**src/rtl/display_pkg.sv**
```systemverilog
// rtl/display_pkg.sv - shared sizes, FSM state type and cell slicing for the display refresh controller
package display_pkg;

  localparam int NUM_CHARS = 32;
  localparam int CHAR_W    = 8;
  localparam int IDX_W     = $clog2(NUM_CHARS);
  localparam logic [CHAR_W-1:0] BLANK_CHAR = 8'h20;

  typedef enum logic [1:0] {
    IDLE,
    SETTLE,
    SCAN,
    WAIT_ACK
  } state_e;

  function automatic logic [CHAR_W-1:0] cell_slice(
    input logic [NUM_CHARS*CHAR_W-1:0] bufv,
    input logic [IDX_W-1:0]            idx
  );
    return bufv[idx*CHAR_W +: CHAR_W];
  endfunction

endpackage

```
**src/rtl/display_shadow_mem.sv**
```systemverilog
// rtl/display_shadow_mem.sv - shadow of the characters the LCD shows, with per-cell valid bits
module display_shadow_mem
  import display_pkg::*;
(
  input  logic              clk_i,
  input  logic              rst_i,
  input  logic              clr_all_i,
  input  logic              wr_en_i,
  input  logic [IDX_W-1:0]  wr_idx_i,
  input  logic [CHAR_W-1:0] wr_data_i,
  input  logic              wr_valid_i,
  input  logic [IDX_W-1:0]  rd_idx_i,
  input  logic [CHAR_W-1:0] rd_data_i,
  output logic              dirty_o
);

  logic [CHAR_W-1:0]    shown_q [NUM_CHARS];
  logic [NUM_CHARS-1:0] valid_q;

  always_ff @(posedge clk_i or posedge rst_i) begin
    if (rst_i) begin
      valid_q <= '0;
      for (int i = 0; i < NUM_CHARS; i++) shown_q[i] <= BLANK_CHAR;
    end else if (clr_all_i) begin
      valid_q <= '0;
    end else if (wr_en_i) begin
      valid_q[wr_idx_i] <= wr_valid_i;
      if (wr_valid_i) shown_q[wr_idx_i] <= wr_data_i;
    end
  end

  assign dirty_o = !valid_q[rd_idx_i] || (shown_q[rd_idx_i] != rd_data_i);

endmodule

```
**src/rtl/display_refresh_ctrl.sv**
```systemverilog
// rtl/display_refresh_ctrl.sv - waits for a stable display buffer, then writes only changed cells to the LCD
module display_refresh_ctrl
  import display_pkg::*;
#(
  parameter int SETTLE_CYCLES = 1024,
  parameter int ACK_TIMEOUT   = 65535
) (
  input  logic                        clk,
  input  logic                        RESET,
  input  logic [NUM_CHARS*CHAR_W-1:0] disp_buf,
  input  logic                        force_refresh,
  output logic                        char_req,
  output logic [IDX_W-1:0]            char_addr,
  output logic [CHAR_W-1:0]           char_data,
  input  logic                        char_ack,
  output logic                        busy,
  output logic                        ack_err
);

  localparam int SET_W = $clog2(SETTLE_CYCLES + 1);
  localparam int TO_W  = $clog2(ACK_TIMEOUT + 1);

  state_e                      state_q;
  logic [NUM_CHARS*CHAR_W-1:0] snap_q;
  logic [IDX_W-1:0]            idx_q;
  logic [SET_W-1:0]            settle_cnt_q;
  logic [TO_W-1:0]             to_cnt_q;
  logic                        force_pend_q;
  logic                        char_req_q;
  logic [IDX_W-1:0]            char_addr_q;
  logic [CHAR_W-1:0]           char_data_q;
  logic                        busy_q;
  logic                        ack_err_q;

  logic              buf_changed;
  logic              last_cell;
  logic              to_hit;
  logic              xfer_done;
  logic              clr_all;
  logic              dirty;
  logic [CHAR_W-1:0] cur_char;

  assign buf_changed = (disp_buf != snap_q);
  assign last_cell   = (idx_q == IDX_W'(NUM_CHARS - 1));
  assign to_hit      = (to_cnt_q == TO_W'(ACK_TIMEOUT - 1));
  // An ack arriving on the timeout cycle still counts as a successful write.
  assign xfer_done   = (state_q == WAIT_ACK) && (char_ack || to_hit);
  assign clr_all     = (state_q == IDLE) && force_pend_q;
  assign cur_char    = cell_slice(snap_q, idx_q);

  display_shadow_mem u_shadow (
    .clk_i      (clk),
    .rst_i      (RESET),
    .clr_all_i  (clr_all),
    .wr_en_i    (xfer_done),
    .wr_idx_i   (idx_q),
    .wr_data_i  (char_data_q),
    .wr_valid_i (char_ack),
    .rd_idx_i   (idx_q),
    .rd_data_i  (cur_char),
    .dirty_o    (dirty)
  );

  always_ff @(posedge clk or posedge RESET) begin
    if (RESET) begin
      state_q      <= IDLE;
      snap_q       <= '0;
      idx_q        <= '0;
      settle_cnt_q <= '0;
      to_cnt_q     <= '0;
      force_pend_q <= 1'b1;
      char_req_q   <= 1'b0;
      char_addr_q  <= '0;
      char_data_q  <= BLANK_CHAR;
      busy_q       <= 1'b0;
      ack_err_q    <= 1'b0;
    end else begin
      if (force_refresh) force_pend_q <= 1'b1;
      case (state_q)
        IDLE: begin
          if (buf_changed || force_pend_q) begin
            snap_q       <= disp_buf;
            settle_cnt_q <= '0;
            state_q      <= SETTLE;
            busy_q       <= 1'b1;
            // A fresh force pulse on this edge must survive the clear.
            force_pend_q <= force_refresh;
          end
        end
        SETTLE: begin
          if (buf_changed) begin
            snap_q       <= disp_buf;
            settle_cnt_q <= '0;
          end else if (settle_cnt_q == SET_W'(SETTLE_CYCLES - 1)) begin
            idx_q   <= '0;
            state_q <= SCAN;
          end else begin
            settle_cnt_q <= settle_cnt_q + 1'b1;
          end
        end
        SCAN: begin
          if (dirty) begin
            char_addr_q <= idx_q;
            char_data_q <= cur_char;
            char_req_q  <= 1'b1;
            to_cnt_q    <= '0;
            state_q     <= WAIT_ACK;
          end else if (last_cell) begin
            state_q <= IDLE;
            busy_q  <= 1'b0;
          end else begin
            idx_q <= idx_q + 1'b1;
          end
        end
        WAIT_ACK: begin
          if (xfer_done) begin
            char_req_q <= 1'b0;
            if (!char_ack) ack_err_q <= 1'b1;
            if (last_cell) begin
              state_q <= IDLE;
              busy_q  <= 1'b0;
            end else begin
              idx_q   <= idx_q + 1'b1;
              state_q <= SCAN;
            end
          end else begin
            to_cnt_q <= to_cnt_q + 1'b1;
          end
        end
        default: state_q <= IDLE;
      endcase
    end
  end

  assign char_req  = char_req_q;
  assign char_addr = char_addr_q;
  assign char_data = char_data_q;
  assign busy      = busy_q;
  assign ack_err   = ack_err_q;

endmodule

```
**config.mk**
```make
export PLATFORM = sky130hd
export DESIGN_NAME = display_refresh_ctrl
export DESIGN_NICKNAME = d
export VERILOG_FILES = /design/src/rtl/display_pkg.sv /design/src/rtl/display_shadow_mem.sv /design/src/rtl/display_refresh_ctrl.sv
export SDC_FILE = /design/constraint.sdc
export NUM_CORES = 1
export LEC_CHECK = 0
export BUFFER_PORTS_ARGS = -buffer_cell sky130_fd_sc_hd__buf_2
export CAP_MARGIN = 20
export CORE_ASPECT_RATIO = 1.25
export CORE_MARGIN = 3
export CORE_UTILIZATION = 45
export CTS_CLUSTER_SIZE = 16
export DETAILED_ROUTE_END_ITERATION = 6
export SLEW_MARGIN = 20
export SYNTH_ARGS = -nofsm -noshare
export SYNTH_HDL_FRONTEND = slang
export SYNTH_SLANG_ARGS = --single-unit
```
**constraint.sdc**
```tcl
create_clock -name clk -period 48.2 [get_ports clk]
set_input_delay 2.41 -clock clk [delete_from_list [all_inputs] [get_ports clk]]
set_output_delay 2.41 -clock clk [all_outputs]
set_load 0.01 [all_outputs]
```
==> metrics.csv, run 1 <==
stage;metric;value;unit
synthesis;synth_top_family_by_area;multiplexers;
synthesis;synth_edf_count;0;
critical_path;worstSetupPathType;in2reg;
power_and_ir_drop;clkPwrFrac;42.3;%
floorplanning;pin_count;276;
clock_network;cts_hold_buf;0;
floorplanning;coreArea;66000;um^2
place;gp_congestion;0.918;
synthesis;synthFlopType;dfrtp_1;
clock_network;clk_pin_slew;0.07;ns
clock_network;cts_resized;0;
critical_path;max_stage_delay;0.92;ns
critical_path;timing.rr.end;idx_q[0]$_DFFE_PP0P_;
sta;setup_violations;0;
synthesis;synth-compound-area-share;4.46;%
synthesis;synth.avg_cell_area;12.9;um^2
synthesis;ys_seq_area_share;49.5;%
grt;grt_pass1_vias;21549;
critical_path;r2r_slack;41.87;ns
clock_network;clock_latency;0.64;ns
power_and_ir_drop;vdd_ir_drop_max;0.0241;mV
critical_path;startpoint;disp_buf[38];
sta;fin_crit_sh;15.8;%
run_status;status;finished, final reports clean;
synthesis;syn_nets;2596;
power_and_ir_drop;switching_power;290;uW
synthesis;post-synth-top-area-cell;dfrtp_1;
critical_path;cp.depth;11;
sta;worstMarginPinSlew;1.15;ns
sta;fin_setup_tns;0;ns
sta;finClkSkew;0.0221;ns
critical_path;ff2ff_path_depth;12;
power_and_ir_drop;power_frac_comb;9.9;%
clock_network;cts_made_buffers;61;
critical_path;endpoint;snap_q[60]$_DFFE_PP0P_;
power_and_ir_drop;p_per_area;32.5;nW/um^2
synthesis;syn-cell-area;30100;um^2
detailed_routing;vias_per_cell;5.94;
grt;grt_pass1_wl;143;mm
critical_path;crit_buf_inv;3;
detailed_routing;vias;20732;
final_layout;fin_nets;2848;
clock_network;cts_tree;done;
critical_path;crit_path_max_fanout;84;
sta;rsz0062_at_grt;false;
critical_path;end_kind;register;
synthesis;synth-seq-cells;595;
critical_path;crit_slowest_cell;nor4_1;
synthesis;yosys.area_share.simple;6.13;%
detailed_routing;ant_nets;0;
synthesis;synthArstFlopShare;100;%
floorplanning;dieHeight;295;um
sta;maxSlewHeadroom;23.2;%
synthesis;synth_most_common_cell;dfrtp_1;
final_layout;fin_util;52.0;%
synthesis;netlist_top_cells_area;dfrtp_1 47%, mux2_2 19%, xnor2_1 7.6%;
floorplanning;rows;105;
floorplanning;fp.dieArea;70200;um^2
clock_network;clock_path_buffers;3;
final_layout;fill_cells;5736;
floorplanning;die_w;238;um
synthesis;synth_mux_area_share;28.9;%
detailed_routing;drtPass1Iterations;5;
min_path;hp-class;reg2reg;
synthesis;synth.top_cell.area_share;46.6;%
critical_path;rr_startpoint;idx_q[1]$_DFFE_PP0P_;
critical_path;critPathArrivalTime;8.14;ns
power_and_ir_drop;p_int;824;uW
synthesis;yosys-top-cells-count;561 x dfrtp_1, 513 x mux2_2, 263 x xnor2_1;
job;maxCapViolations;0;
clock_network;root_buffer;clkbuf_16;
synthesis;synth_adder_area_share;0.332;%
power_and_ir_drop;seqPwrFrac;47.9;%
detailed_routing;drt_wl_total;98.0;mm
place;numPortBuffers;275;
synthesis;synth_xor_area_share;8.19;%
detailed_routing;wl_per_cell;28.1;um
power_and_ir_drop;leakage;15.8;nW
power_and_ir_drop;power_switching_share;26.0;%
sta;hold_viol;0;
sta;min_period;7.62;ns
clock_network;cts_setup_buffers;0;
critical_path;crit_chain;buf_2, xnor2_1, nand4_1, nor4_1, nand4_1, nor4_1, nor2_1, nor2_4, buf_4, buf_4, mux2_2;
grt;track_usage;27.6;%
place;hpwl;72.0;mm
sta;max_clock_freq;131;MHz
clock_network;cts_max_level;2;
critical_path;worst_ep_required_time;48.72;ns
floorplanning;start_util;45.7;%
min_path;whs_path_depth;1;
grt;antenna_found_initial;6;
synthesis;yosysWarnings;0;
critical_path;cpLargestDelayFamily;simple AND/OR/NAND/NOR gates;
grt;grt_max_degree;188;
detailed_routing;drt_iter0_drc;1492;
final_layout;drive_above_1_share;39.1;%
clock_network;cts.sinks;595;
sta;slew_viol_final;0;
synthesis;ys_types;61;
synthesis;syn_inst;2328;
detailed_routing;drc;0;
critical_path;critPathLaunchType;input port;
grt;gr-total-overflow;0;
final_layout;synthToLayoutAreaGrowth;13.8;%
## worst min-delay path by stage
| stage | slack, ns | start | endpoint |
|---|---|---|---|
| 6_report | 0.47 | ack_err$_DFFE_PP0P_ | ack_err$_DFFE_PP0P_ |
| 5_1_grt | 0.51 | char_addr[1]$_DFFE_PP0P_ | char_addr[1]$_DFFE_PP0P_ |
| 4_1_cts | 0.48 | ack_err$_DFFE_PP0P_ | ack_err$_DFFE_PP0P_ |
| 3_5_place_dp | 0.46 | ack_err$_DFFE_PP0P_ | ack_err$_DFFE_PP0P_ |
| 3_3_place_gp | 0.45 | ack_err$_DFFE_PP0P_ | ack_err$_DFFE_PP0P_ |
| 2_1_floorplan | 0.47 | u_shadow.shown_q[49]$_DFFE_PP0P_ | u_shadow.shown_q[49]$_DFFE_PP0P_ |
## stage by stage
| stage | cell area, um^2 | total power [mW] | worst slack [ns] | hold WS, ns | cells |
|---|---|---|---|---|---|
| after floorplan | 30100 | 0.599 | 29.19 | 0.474 | 2328 |
| after global placement | 32300 | 0.650 | 40.16 | 0.454 | 3371 |
| after detailed placement | 32300 | 0.652 | 40.05 | 0.457 | 3371 |
| after CTS | 34200 | 1.12 | 40.73 | 0.477 | 3482 |
| after global routing | 34300 | 1.15 | 40.63 | 0.508 | 3488 |
| final | 34300 | 1.11 | 40.58 | 0.471 | 3491 |
## logic make-up (layout without fill, tap and decap cells)
family / after synthesis / in the layout
DFF: 595 / 595
adders and majority gates: 8 / 8
AOI/OAI and AO/OA: 204 / 204
muxes: 756 / 756
and+or+nand+nor: 338 / 338
xor gates and xnor gates: 281 / 281
buffers and inverters: 146 / 446
other: 0 / 7
## power by group through the flow
stage          registers (mW)  clock network [mW]  logic [mW]
2_1_floorplan           0.536                   0      0.0627
3_3_place_gp            0.541                   0       0.109
3_5_place_dp            0.542                   0       0.110
4_1_cts                 0.533               0.479       0.111
5_1_grt                 0.535               0.498       0.119
6_report                0.533               0.471       0.110
## state kept, by name (all words and copies together), names as in the netlist
signal,count
ack_err,1
busy,1
char_addr,5
char_data,8
char_req,1
force_pend_q,1
idx_q,5
settle_cnt_q,11
snap_q,256
state_q,2
to_cnt_q,16
u_shadow.shown_q,256
u_shadow.valid_q,32
## cells in the final DEF (no fill, tap or decap), drive strengths merged, types with 8 or more instances in the layout
cell type | Yosys | final
a21oi | 21 | 21
nand4 | 82 | 82
o22ai | 101 | 101
nor4 | 43 | 43
nand3 | 36 | 36
nand2 | 50 | 50
ha | 8 | 8
buf | 87 | 319
clkinv | 0 | 14
inv | 16 | 17
xor2 | 18 | 18
dfstp | 34 | 34
mux4 | 40 | 40
a22oi | 16 | 16
mux2 | 519 | 519
dfrtp | 561 | 561
nor3 | 18 | 18
o211ai | 13 | 13
xnor2 | 263 | 263
nor2 | 75 | 75
mux2i | 197 | 197
o21ai | 23 | 23
clkbuf | 43 | 89
## routing by layer
metal	vias to the layer above	GRT usage [%]	share of wire, %
met4	0	14.7	6.1
met3	209	3.83	5.0
met1	10753	33.7	39
li1	9063	-	-
met5	-	0	0
met2	707	47.8	50
## area by class of cell
class	instances	area [um^2]	share of cell area (%)
clock inverters	22	225	0.657
well taps	856	1070	3.12
diodes	7	17.5	0.0511
clock buffers	89	1730	5.05
flip-flops and latches	595	14900	43.6
inverters	16	67.6	0.197
multi-input cells	1587	14500	42.3
repair buffers	319	1740	5.06
Note: power is estimated with default switching activity, not from simulation.
==> run 2, diff against run 1 <==
PLACE_DENSITY = 0.66   (was default)
clock period = 6.88 ns   (was 48.2 ns; I/O delays follow)
==> metrics.csv, run 2 (synthesis gave the netlist of run 1 again) <==
stage;metric;value;unit;change
run_status;status;finished, final reports clean;;unchanged
critical_path;crit_slowest_cell;dfrtp_4;;was nor4_1
critical_path;endpoint;char_addr[2]$_DFFE_PP0P_;;was snap_q[60]$_DFFE_PP0P_
grt;grt_pass1_vias;23228;;was 21,549
clock_network;cts_tree;done;;unchanged
clock_network;cts_resized;0;;unchanged
critical_path;worstSetupPathType;reg2reg;;was in2reg
critical_path;critPathArrivalTime;5.80;ns;was 8.14 ns
grt;gr-total-overflow;0;;unchanged
sta;max_clock_freq;190;MHz;
detailed_routing;vias;22103;;was 20,732
clock_network;cts_setup_buffers;0;;unchanged
final_layout;drive_above_1_share;36.5;%;was 39.1%
critical_path;timing.rr.end;char_addr[2]$_DFFE_PP0P_;;was idx_q[0]$_DFFE_PP0P_
detailed_routing;drtPass1Iterations;6;;was 5
floorplanning;rows;105;;unchanged
detailed_routing;wl_per_cell;28.3;um;was 28.1 um
critical_path;r2r_slack;1.60;ns;was 41.87 ns
clock_network;cts_made_buffers;60;;was 61
place;hpwl;75.1;mm;was 72.0 mm
final_layout;diodes;0;;was 7
detailed_routing;drt_iter0_drc;1846;;was 1,492
sta;setup_violations;0;;unchanged
job;maxCapViolations;0;;unchanged
final_layout;fin_nets;3078;;was 2,848
critical_path;crit_chain;buf_4, mux2i_1, o22ai_1, nor4_1, nand2_1, xor2_1, a2111oi_4, a311oi_4, buf_4, mux2_1;;was buf_2, xnor2_1, nand4_1, nor4_1, nand4_1, nor4_1, nor2_1, nor2_4, buf_4, buf_4, mux2_2
detailed_routing;ant_nets;0;;unchanged
final_layout;synthToLayoutAreaGrowth;22.1;%;was 13.8%
floorplanning;start_util;45.7;%;unchanged
final_layout;fin_util;55.8;%;was 52.0%
clock_network;clock_latency;0.65;ns;was 0.64 ns
critical_path;max_stage_delay;1.21;ns;was 0.92 ns
floorplanning;pin_count;276;;unchanged
place;placedInstanceArea;32400;um^2;was 32,300 um^2
grt;antenna_found_initial;0;;was 6
grt;grt_use_met2;52.0;%;was 47.8%
clock_network;cts_max_level;2;;unchanged
sta;finClkSkew;0.0403;ns;was 0.0221 ns
power_and_ir_drop;power;8.08;mW;was 1.11 mW
final_layout;final_common_cell;dfrtp_1;;unchanged
final_layout;stdcell_area;36800;um^2;was 34,300 um^2
clock_network;cts_hold_buf;231;;was 0
floorplanning;die_w;238;um;unchanged
place;numPortBuffers;275;;unchanged
place;dp_cells;3371;;unchanged
sta;layout_setup_ws;1.60;ns;was 40.58 ns
grt;track_usage;29.6;%;was 27.6%
sta;rsz0062_at_grt;false;;unchanged
grt;grt_max_degree;187;;was 188
power_and_ir_drop;p_per_area;220;nW/um^2;was 32.5 nW/um^2
sta;maxSlewHeadroom;19.2;%;was 23.2%
critical_path;end_kind;register;;unchanged
critical_path;ff2ff_path_depth;10;;was 12
critical_path;rr_startpoint;idx_q[1]$_DFFE_PP0P_;;unchanged
grt;grt_use_met1;34.9;%;was 33.7%
critical_path;critPathLaunchType;register;;was input port
sta;slew_viol_final;0;;unchanged
floorplanning;dieHeight;295;um;unchanged
power_and_ir_drop;vdd_ir_drop_max;0.174;mV;was 0.0241 mV
place;dp_slack;1.60;ns;was 40.05 ns
critical_path;crit_path_max_fanout;58;;was 84
floorplanning;fp.dieArea;70200;um^2;unchanged
final_layout;mostFrequentLayoutCells;559 x dfrtp_1, 513 x mux2_2, 275 x buf_2;;was 559 x dfrtp_1, 513 x mux2_2, 276 x buf_2
min_path;hp-class;in2reg;;was reg2reg
grt;use_met3;3.91;%;was 3.83%
detailed_routing;drt_wl_total;105;mm;was 98.0 mm
sta;min_period;5.28;ns;
sta;hold_viol;0;;unchanged
critical_path;startpoint;idx_q[1]$_DFFE_PP0P_;;was disp_buf[38]
sta;worstMarginPinSlew;1.21;ns;was 1.15 ns
grt;top_usage_layer;met2;;unchanged
clock_network;root_buffer;clkbuf_16;;unchanged
critical_path;crit_top_cell;buf_4;;
detailed_routing;drc;0;;unchanged
detailed_routing;vias_per_cell;5.95;;was 5.94
sta;fin_crit_sh;76.7;%;
place;gp_congestion;0.933;;was 0.918
critical_path;worst_ep_required_time;7.40;ns;was 48.72 ns
clock_network;clk_pin_slew;0.07;ns;about the same
floorplanning;coreArea;66000;um^2;unchanged
power_and_ir_drop;leakage;16.9;nW;was 15.8 nW
final_layout;largestRegisters;snap_q x256, u_shadow.shown_q x256, u_shadow.valid_q x32;;unchanged
final_layout;final-instance-count-excl-fill;3715;;was 3,491
clock_network;cts.sinks;595;;unchanged
clock_network;clock_path_buffers;3;;unchanged
grt;grt_pass1_wl;154;mm;was 143 mm
run 2: cell types whose count changed in the layout (fill, tap and decap cells not counted), sizes merged:
cell and delta:
dlygate4sd3 +231, diode -7, clkbuf -5, clkinvlp -1, inv -1, clkinv +5, bufinv +2
run 2: worst max-delay path, delay by kind of cell, from the launching register on:
kind            cells  cell delay [ns]
mux                 2             0.62
xor+xnor            1             0.31
simple gates        2             0.99
compound gates      3             1.06
flops               1             1.21
buf+inv             2             0.94
run 2: where the power goes:
part | internal (mW) | switching [mW]
clock | 1.99 | 1.44
combinational | 0.398 | 0.493
sequential | 3.61 | 0.148
run 2: cell type report:
cell class / count / area (um^2)
timing repair buffer: 550 / 4130
fill: 5342 / 29200
clock inverter: 27 / 288
tap: 856 / 1070
multi-input combinational: 1587 / 14500
clock buffer: 84 / 1780
sequential: 595 / 14900
inverter: 16 / 63.8
run 2: worst min path at each step:
stage                                    endpoint  slack [ns]  depth (start not counted)                 from
after floorplan               ack_err$_DFFE_PP0P_        0.44                          1             char_ack
after global placement        ack_err$_DFFE_PP0P_        0.46                          1  ack_err$_DFFE_PP0P_
after detailed placement      ack_err$_DFFE_PP0P_        0.47                          1  ack_err$_DFFE_PP0P_
after CTS                  snap_q[78]$_DFFE_PP0P_     0.00009                          2         disp_buf[78]
after global routing      snap_q[114]$_DFFE_PP0P_       0.008                          2        disp_buf[114]
final                     snap_q[249]$_DFFE_PP0P_       0.009                          2        disp_buf[249]
run 2: per-stage QoR:
stage | TNS, ns | hold slack (ns)
floorplan | -869.29 | 0.441
global placement | 0 | 0.456
detailed placement | 0 | 0.469
CTS | 0 | 0.0000875
global route | 0 | 0.00765
finish | 0 | 0.00938
run 2: metal layers:
| layer | share of wire (%) | vias to the layer above |
|---|---|---|
| met5 | 0 | - |
| met3 | 5.1 | 271 |
| met4 | 6.8 | 0 |
| li1 | - | 9520 |
| met1 | 38 | 11412 |
| met2 | 50 | 900 |
==> run 3, diff against run 2 <==
PLACE_DENSITY = default   (was 0.66)
clock period = 5 ns   (was 6.88 ns; I/O delays follow)
==> metrics.csv, run 3 (synthesis gave the netlist of run 1 again) <==
stage;metric;value;unit;change
critical_path;r2r_slack;0.36;ns;was 1.60 ns
grt;grt_use_met2;51.8;%;was 52.0%
critical_path;ff2ff_path_depth;10;;unchanged
sta;slew_viol_final;0;;unchanged
clock_network;cts_setup_buffers;0;;unchanged
place;dp_cells;3402;;was 3,371
final_layout;mostFrequentLayoutCells;559 x dfrtp_1, 513 x mux2_2, 275 x buf_2;;unchanged
grt;grt_pass1_vias;23279;;was 23,228
critical_path;cpLargestDelayFamily;multiplexers;;was flip-flops
clock_network;clock_path_buffers;3;;unchanged
grt;grt_use_met1;36.4;%;was 34.9%
critical_path;crit_buf_inv;2;;unchanged
critical_path;worst_ep_required_time;5.48;ns;was 7.40 ns
sta;hold_viol;0;;unchanged
run_status;status;finished, final reports clean;;unchanged
critical_path;max_stage_delay;0.67;ns;was 1.21 ns
power_and_ir_drop;vdd_ir_drop_max;0.222;mV;was 0.174 mV
sta;fin_setup_tns;0;ns;unchanged
detailed_routing;ant_nets;0;;unchanged
critical_path;timing.rr.end;char_addr[1]$_DFFE_PP0P_;;was char_addr[2]$_DFFE_PP0P_
detailed_routing;drt_wl_total;106;mm;was 105 mm
critical_path;critPathLaunchType;register;;unchanged
place;numPortBuffers;275;;unchanged
floorplanning;pin_count;276;;unchanged
clock_network;cts_max_level;3;;was 2
critical_path;startpoint;idx_q[1]$_DFFE_PP0P_;;unchanged
final_layout;final_common_cell;dfrtp_1;;unchanged
place;hpwl;76.3;mm;was 75.1 mm
clock_network;cts.sinks;595;;unchanged
final_layout;synthToLayoutAreaGrowth;23.9;%;was 22.1%
floorplanning;die_w;238;um;unchanged
place;gp_congestion;0.928;;was 0.933
floorplanning;fp.dieArea;70200;um^2;unchanged
critical_path;endpoint;char_addr[1]$_DFFE_PP0P_;;was char_addr[2]$_DFFE_PP0P_
floorplanning;dieHeight;295;um;unchanged
sta;finClkSkew;0.0180;ns;was 0.0403 ns
final_layout;final-instance-count-excl-fill;3781;;was 3,715
floorplanning;rows;105;;unchanged
grt;track_usage;30.1;%;was 29.6%
grt;grt_pass1_wl;155;mm;was 154 mm
sta;fin_crit_sh;92.8;%;was 76.7%
final_layout;fin_nets;3141;;was 3,078
clock_network;cts_tree;done;;unchanged
sta;setup_violations;0;;unchanged
floorplanning;coreArea;66000;um^2;unchanged
sta;layout_setup_ws;0.359;ns;was 1.60 ns
sta;maxSlewHeadroom;19.9;%;was 19.2%
critical_path;crit_chain;buf_12, mux2i_1, o22ai_1, nor4_1, nand2_1, xor2_1, a2111oi_4, a311oi_4, buf_4, mux2_1;;was buf_4, mux2i_1, o22ai_1, nor4_1, nand2_1, xor2_1, a2111oi_4, a311oi_4, buf_4, mux2_1
sta;max_clock_freq;215;MHz;was 190 MHz
critical_path;worstSetupPathType;reg2reg;;unchanged
min_path;hp-class;in2async;;was in2reg
job;maxCapViolations;0;;unchanged
final_layout;largestRegisters;snap_q x256, u_shadow.shown_q x256, u_shadow.valid_q x32;;unchanged
grt;top_usage_layer;met2;;unchanged
place;placedInstanceArea;32700;um^2;was 32,400 um^2
critical_path;crit_path_max_fanout;74;;was 58
detailed_routing;vias;22103;;unchanged
sta;rsz0062_at_grt;false;;unchanged
detailed_routing;drtPass1Iterations;7;;was 6
grt;gr-total-overflow;0;;unchanged
clock_network;root_buffer;clkbuf_16;;unchanged
sta;worstMarginPinSlew;1.20;ns;was 1.21 ns
critical_path;end_kind;register;;unchanged
power_and_ir_drop;p_per_area;299;nW/um^2;was 220 nW/um^2
critical_path;cp.depth;10;;unchanged
floorplanning;start_util;45.7;%;unchanged
grt;grt_max_degree;156;;was 187
place;dp_slack;0.545;ns;was 1.60 ns
clock_network;clk_pin_slew;0.06;ns;was 0.07 ns
clock_network;clock_latency;0.62;ns;was 0.65 ns
clock_network;cts_made_buffers;66;;was 60
critical_path;rr_startpoint;idx_q[1]$_DFFE_PP0P_;;unchanged
detailed_routing;wl_per_cell;28.1;um;was 28.3 um
final_layout;drive_above_1_share;36.3;%;was 36.5%
detailed_routing;drt_iter0_drc;1733;;was 1,846
power_and_ir_drop;leakage;17.2;nW;was 16.9 nW
grt;use_met3;4.07;%;was 3.91%
critical_path;crit_slowest_cell;dfrtp_4;;unchanged
detailed_routing;drc;0;;unchanged
grt;antenna_found_initial;1;;was 0
final_layout;stdcell_area;37400;um^2;was 36,800 um^2
detailed_routing;vias_per_cell;5.85;;was 5.95
final_layout;fin_util;56.6;%;was 55.8%
critical_path;critPathArrivalTime;5.12;ns;was 5.80 ns
sta;min_period;4.64;ns;was 5.28 ns
[run 3: how the worst min path moves through the flow]
stage,slack [ns],endpoint,from,depth (start not counted)
finish,0.32,snap_q[128]$_DFFE_PP0P_,RESET,3
global route,0.37,snap_q[208]$_DFFE_PP0P_,RESET,3
CTS,0.32,snap_q[128]$_DFFE_PP0P_,RESET,3
detailed placement,0.41,snap_q[65]$_DFFE_PP0P_,RESET,2
global placement,0.41,snap_q[21]$_DFFE_PP0P_,RESET,2
floorplan,0.35,ack_err$_DFFE_PP0P_,char_ack,1
[run 3: what timing repair did]
item                      4_1_cts  5_1_grt
hold endpoints to repair      281        0
resized for setup               0        0
hold buffers                  259        0
[run 3: final cells by class]
cell class | count | area, um^2
Antenna cell | 2 | 5.00
Clock buffer | 93 | 1840
Clock inverter | 25 | 236
Fill cell | 5348 | 28600
Inverter | 16 | 63.8
Multi-Input combinational cell | 1587 | 14500
Sequential cell | 595 | 14900
Tap cell | 856 | 1070
Timing Repair Buffer | 607 | 4690
[run 3: metal layers]
| layer | vias up | routed length, um | part of all wire, % |
|---|---|---|---|
| li1 | 9653 | - | - |
| met1 | 11405 | 41800 | 39 |
| met2 | 825 | 52500 | 49 |
| met3 | 220 | 5280 | 5.0 |
| met4 | 0 | 6560 | 6.2 |
| met5 | - | 0 | 0 |
[run 3: tightest hold or removal path, delay by kind of cell]
family	cells	cell delay [ns]
buffers and inverters	3	1.14
[run 3: per-stage QoR]
| step | hold WS [ns] | total power [mW] |
|---|---|---|
| 2_1_floorplan | 0.347 | 5.78 |
| 3_3_place_gp | 0.406 | 6.30 |
| 3_5_place_dp | 0.414 | 6.31 |
| 4_1_cts | 0.323 | 11.3 |
| 5_1_grt | 0.368 | 11.6 |
| 6_report | 0.315 | 11.2 |
[run 3: where the power goes]
| group | switching [mW] | internal, mW | leakage, nW | total (mW) |
|---|---|---|---|---|
| Clock | 2.03 | 2.74 | 1.03 | 4.77 |
| Combinational | 0.667 | 0.558 | 8.64 | 1.22 |
| Sequential | 0.216 | 4.97 | 7.49 | 5.18 |
| Total | 2.91 | 8.27 | 17.2 | 11.2 |
